[config.mk]
export PLATFORM = sky130hd
export DESIGN_NAME = pipelined_wallace_multiplier
export DESIGN_NICKNAME = d
export VERILOG_FILES = /design/src/rtl/pipelined_wallace_multiplier.sv
export SDC_FILE = /design/constraint.sdc
export NUM_CORES = 2
export LEC_CHECK = 0
export BUFFER_PORTS_ARGS = -buffer_cell sky130_fd_sc_hd__buf_4
export CAP_MARGIN = 20
export CORE_AREA = 3 3 425 427
export CTS_BUF_LIST = sky130_fd_sc_hd__clkbuf_8
export DETAILED_ROUTE_END_ITERATION = 7
export DIE_AREA = 0 0 428 430
export PLACE_DENSITY_LB_ADDON = 0.2
export SLEW_MARGIN = 25
export SYNTH_ARGS = -nofsm -noshare
export SYNTH_HDL_FRONTEND = slang
export SYNTH_SLANG_ARGS = --single-unit
[constraint.sdc]
create_clock -name clk -period 15.55 [get_ports clk]
set_input_delay 3.8875 -clock clk [delete_from_list [all_inputs] [get_ports clk]]
set_output_delay 3.8875 -clock clk [all_outputs]
set_load 0.05 [all_outputs]
[src/rtl/pipelined_wallace_multiplier.sv]
// Pipelined Wallace-tree multiplier with a valid/ready stream interface.
// Both operands are extended to WIDTH+1 bits, signed or unsigned as chosen
// by mode. Partial products are reduced by rows of 3:2 compressors spread
// over the first STAGES-1 registers. A final carry-propagate add feeds the
// output register.
module pipelined_wallace_multiplier #(
  parameter int WIDTH  = 32,
  parameter int STAGES = 3,
  parameter int TAG_W  = 4
) (
  input  logic               clk,
  input  logic               rst_n,
  input  logic               flush,
  input  logic               in_valid,
  output logic               in_ready,
  input  logic [WIDTH-1:0]   a,
  input  logic [WIDTH-1:0]   b,
  input  logic [1:0]         mode,
  input  logic [TAG_W-1:0]   in_tag,
  output logic               out_valid,
  input  logic               out_ready,
  output logic [2*WIDTH-1:0] product,
  output logic [TAG_W-1:0]   out_tag
);

  localparam int PW = 2 * WIDTH;   // working width; only the low 2*WIDTH bits are kept
  localparam int NR = WIDTH + 2;   // WIDTH AND rows, negated extension row, its +1 row
  localparam int NB = STAGES - 1;  // register boundaries that carry compressor levels
  localparam int RB = NR * PW;

  typedef logic [NR-1:0][PW-1:0] rows_t;

  // Row count after lvl compressor levels: every group of three rows becomes two.
  function automatic int rows_after(int lvl);
    int n;
    n = NR;
    for (int i = 0; i < lvl; i++) n = 2 * (n / 3) + n % 3;
    return n;
  endfunction

  function automatic int count_levels();
    int n;
    int l;
    n = NR;
    l = 0;
    while (n > 2) begin
      n = 2 * (n / 3) + n % 3;
      l++;
    end
    return l;
  endfunction

  localparam int NLVL = count_levels();

  // Partial products modulo 2^PW. Row j adds b[j]*a_ext<<j. The extension bit
  // of b weighs -2^WIDTH, so it adds the two's complement of a_ext<<WIDTH: an
  // inverted row plus a +1 row.
  function automatic rows_t build_pp(logic [WIDTH-1:0] x, logic [WIDTH-1:0] y,
                                     logic [1:0] m);
    rows_t         r;
    logic [PW-1:0] xs;
    logic          ex;
    logic          ey;
    // NOTE: function locals are plain temporaries evaluated in order, so
    // blocking assignments are correct here; registers below use <= only.
    ex = m[0] & x[WIDTH-1];
    ey = m[1] & y[WIDTH-1];
    xs = {{WIDTH{ex}}, x};
    r  = '0;
    for (int j = 0; j < WIDTH; j++) r[j] = {PW{y[j]}} & (xs << j);
    r[WIDTH]   = {PW{ey}} & ~(xs << WIDTH);
    r[WIDTH+1] = PW'(ey);
    return r;
  endfunction

  // One 3:2 level on the first n rows. The carry row moves one column left,
  // so column 0's carry lands in column 1. Leftover rows pass straight through.
  function automatic rows_t csa_level(rows_t r, int n);
    rows_t o;
    int    g;
    o = '0;
    g = n / 3;
    for (int i = 0; i < NR / 3; i++) begin
      if (i < g) begin
        o[2*i]   = r[3*i] ^ r[3*i+1] ^ r[3*i+2];
        o[2*i+1] = ((r[3*i] & r[3*i+1]) | (r[3*i] & r[3*i+2]) |
                    (r[3*i+1] & r[3*i+2])) << 1;
      end
    end
    for (int k = 0; k < 2; k++) begin
      if (k < n % 3) o[2*g+k] = r[3*g+k];
    end
    return o;
  endfunction

  // Apply the compressor levels lo..hi-1 in order.
  function automatic rows_t reduce(rows_t r, int lo, int hi);
    rows_t t;
    t = r;
    for (int l = 0; l < NLVL; l++) begin
      if (l >= lo && l < hi) t = csa_level(t, rows_after(l));
    end
    return t;
  endfunction

  logic [STAGES-1:0] vld_q;
  logic [TAG_W-1:0]  tag_q [STAGES];
  logic [PW-1:0]     prod_q;
  logic              stall;
  logic              adv;

  assign out_valid = vld_q[STAGES-1];
  assign stall     = out_valid && !out_ready;
  assign adv       = !stall;
  assign in_ready  = adv && !flush;
  assign product   = out_valid ? prod_q : '0;
  assign out_tag   = out_valid ? tag_q[STAGES-1] : '0;

  // Compressor slices. Each one keeps only the rows still live after its levels.
  for (genvar s = 0; s < NB; s++) begin : g_slice
    localparam int LO = s * NLVL / NB;
    localparam int HI = (s + 1) * NLVL / NB;
    localparam int NQ = rows_after(HI);
    localparam int QB = NQ * PW;
    rows_t                 src;
    logic [NQ-1:0][PW-1:0] q;
    if (s == 0) begin : g_src
      assign src = build_pp(a, b, mode);
    end else begin : g_src
      assign src = RB'(g_slice[s-1].q);
    end
    // Slice register: loads the reduced rows whenever the pipe advances.
    always_ff @(posedge clk) begin
      if (adv) q <= QB'(reduce(src, LO, HI));
    end
  end

  // Valid bits: flush beats stall; otherwise they shift when the pipe advances.
  always_ff @(posedge clk or negedge rst_n) begin
    if (!rst_n) begin
      vld_q <= '0;
    end else if (flush) begin
      vld_q <= '0;
    end else if (adv) begin
      vld_q <= {vld_q[STAGES-2:0], in_valid};
    end
  end

  // Tag pipe and final carry-propagate add into the output register.
  // NOTE: payload registers deliberately have no reset; the valid bits
  // qualify them, and the output mask hides them while out_valid is low.
  always_ff @(posedge clk) begin
    if (adv) begin
      tag_q[0] <= in_tag;
      for (int s = 1; s < STAGES; s++) tag_q[s] <= tag_q[s-1];
      prod_q <= g_slice[NB-1].q[0] + g_slice[NB-1].q[1];
    end
  end

endmodule

==> summary.txt <==
Outcome
  – Status: finished, final reports clean

Place
  – GPL Wtd Cong: 0.793
  – Placed Cells: between 6000 and 7000
  – # port buffers: 144
  – Post-place setup slack: 6800 ps
  – HPWL after DPL: 111000 um

Synth
  – Flops & latches, synth: 508
  – Cell taking the most area after synthesis: fa_1
  – Post-synthesis cell type count: 58
  – Synth cell count leaders: fa_1, inv_1, nand2_1
  – Syn Inst Count: between 4000 and 5000
  – Average size of a mapped cell: around 11 um^2
  – Cell area after synthesis: 53000 um^2
  – Top-area cell type share of the netlist area: 0.409
  – Sequential area share after synthesis: 0.288
  – Async set-reset flop share out of synthesis: 0.00591
  – Number of synthesized flops with an enable pin: around 500
  – Ys Warns: 0
  – Post-Syn Nets: ~6000
  – Most frequent cell after synthesis: fa_1
  – Ranking of synthesized cells by area: fa_1, edfxtp_1, inv_1
  – Ys flop type: edfxtp_1

Global route
  – First-pass GRT wire length: 218000 um
  – GR Overflow Total: 0
  – All-Layer GR Usage: 0.155
  – Largest net degree at the start of global routing: 157
  – Vias in the first global route: roughly 35000
  – Initial antenna violation count: 28

Floorplan
  – IO Count: 145
  – Die height: 430 um
  – Row cnt: 154
  – Die X: 428 um
  – Starting Density: 0.300
  – Die ar.: around 180000 um^2
  – Core area: 176000 um^2

Timing
  – Final Skew: roughly 20 ps
  – RSZ-0062 raised after global routing: false
  – Setup TNS: 0 ps
  – Fin crit period: 8740 ps
  – Final Hold Violating Endpoints: 0
  – Slew @ Worst Pin: 1140 ps
  – Fin. max-slew vios: 0
  – Rel. slew slack: 0.237
  – Final Cycle Share: 0.562
  – Fin worst setup slack: 6810 ps
  – Fin Hold WS: 408 ps
  – Fmax achieved: 0.114 GHz
  – Setup violations, final: 0

Clock tree
  – Root buf cell: clkbuf_8
  – CTS tree: built
  – Post-CTS Setup Inserts: 0
  – Clock transition at path regs: ~70 ps
  – CTS sink cnt: 508
  – CTS H-Tree Depth: 3
  – CTS Buf Count: 85
  – # resized after CTS: 0
  – Skew-Pair Late Insertion Delay: 730 ps
  – Hold_buf cts: 0
  – Deepest clock path buffer count: 3

Finish
  – NumNets Final: 5990
  – Multi-input logic area: 33600 um^2
  – Number of filler cells placed in the layout: 18000
  – Layout area overhead: 9.01%
  – Final Non-Filler Cells: 7037
  – Sequential Area: 15200 um^2
  – Layout cells sized above 1: 0.0664

Power
  – Worst VDD drop: 106 uV
  – Total power: 11300 uW
  – Static Leak: 0.0258 uW
  – P per Cell Area: a little under 200 nW/um^2

Setup path
  – Critical path class: in2out
  – Critical Path AT: 4850 ps
  – CP Data Required Time: 11660 ps
  – Crit-path max FO: 5
  – Startpoint types: input pin
  – Setup crit end kind: output port

Routing
  – Vias per cell: approximately 4.5
  – DRT Wirelength: around 140000 um
  – Initial DRC Count: 2141
  – Routed vias: about 32000
  – Drt drc: 0
  – ANT nets after route: 0
  – Drt wl/cell: 19.9 um
  – DR pass1 iterations: 5

Worst hold path
  – Hold Path Class: reg2reg

Run
  – Total of max-cap violations: 0
-- placed cells by master, fill, tap and decap left out, types with 3 or more instances in the layout --
cell type / instances
clkbuf_8: 86
a21oi_1: 80
bufinv_16: 4
buf_4: 156
a221oi_1: 4
a31oi_1: 11
clkinv_1: 16
o211a_1: 3
maj3_1: 16
a211oi_1: 3
nand2_1: 772
edfxtp_1: 505
clkinvlp_4: 4
mux2i_1: 3
and3_1: 18
nor4_1: 5
or2_2: 32
diode_2: 14
nor3_1: 10
nand3_1: 19
xor2_1: 42
clkinv_2: 16
or3_1: 3
and4_1: 5
o21ai_1: 4
o21ai_0: 43
o21a_1: 9
o31ai_1: 4
inv_1: 845
and2_1: 407
a21o_1: 45
fa_1: 1081
nor2b_1: 9
ha_1: 211
nor2_1: 46
xnor2_1: 98
o21bai_1: 16
nand4_1: 12
nand2b_1: 6
-- kinds of logic after synthesis --
logic type,Yosys count,synth area share
buffers and inverters,1089,0.0773
AOI/OAI and AO/OA,243,0.0294
xor gates and xnor gates,140,0.0232
DFF,508,0.288
muxes,3,0.000567
adders and majority gates,1308,0.461
and+or+nand+nor,1348,0.120
-- metal layers --
layer	vias to the layer above	share of wire	GRT usage
li1	14100	-	-
met5	-	0.00039	0
met1	16600	0.51	0.240
met3	134	0.060	0.0314
met2	723	0.41	0.223
met4	8	0.016	0.0314
-- layout make-up --
class	instances	area share
clock inverter	61	0.00665
tap	2340	0.0507
clock buffer	86	0.0205
timing repair buffer	158	0.0211
multi-input combinational	3042	0.582
inverter	828	0.0540
antenna	14	0.000607
sequential	508	0.264
-- report_power, final --
part | internal (uW) | total [uW] | switching [uW] | leakage [uW]
combinational | 3000 | 7070 | 4080 | 0.0194
sequential | 2860 | 3120 | 260 | 0.00559
clock | 582 | 1140 | 562 | 0.000872
-- flip-flops by register name, summed over array words and instances, names as in the netlist --
register and count:
tag_q 12, g_slice.q 429, vld_q 3, prod_q 64
-- critical path: stages --
cell and delay, ps:
buf_4 110, nor2b_1 530, nor2_1 110, buf_4 220
-- worst paths after layout --
| kind | startpoint | end | slack [ps] | cells after the start |
|---|---|---|---|---|
| max | out_ready | in_ready | 6810 | 4 |
| min | tag_q[0][6]$_DFFE_PN_ | tag_q[0][10]$_DFFE_PN_ | 410 | 0 |
| max reg2reg | vld_q[2]$_DFFE_PN0P_ | g_slice[0].q[156]$_DFFE_PN_ | 11390 | 6 |
| min reg2reg | tag_q[0][6]$_DFFE_PN_ | tag_q[0][10]$_DFFE_PN_ | 410 | 0 |
| max in group asynchronous | rst_n | vld_q[0]$_DFFE_PN0P_ | 12500 | 1 |
| min in group asynchronous | rst_n | vld_q[1]$_DFFE_PN0P_ | 2940 | 1 |
-- per-stage QoR --
step,util,area (um^2)
2_1_floorplan,-,53000
3_3_place_gp,0.318,56100
3_5_place_dp,0.318,56100
4_1_cts,0.327,57700
5_1_grt,0.327,57700
6_report,0.327,57700
Note: power is estimated with default switching activity, not from simulation.
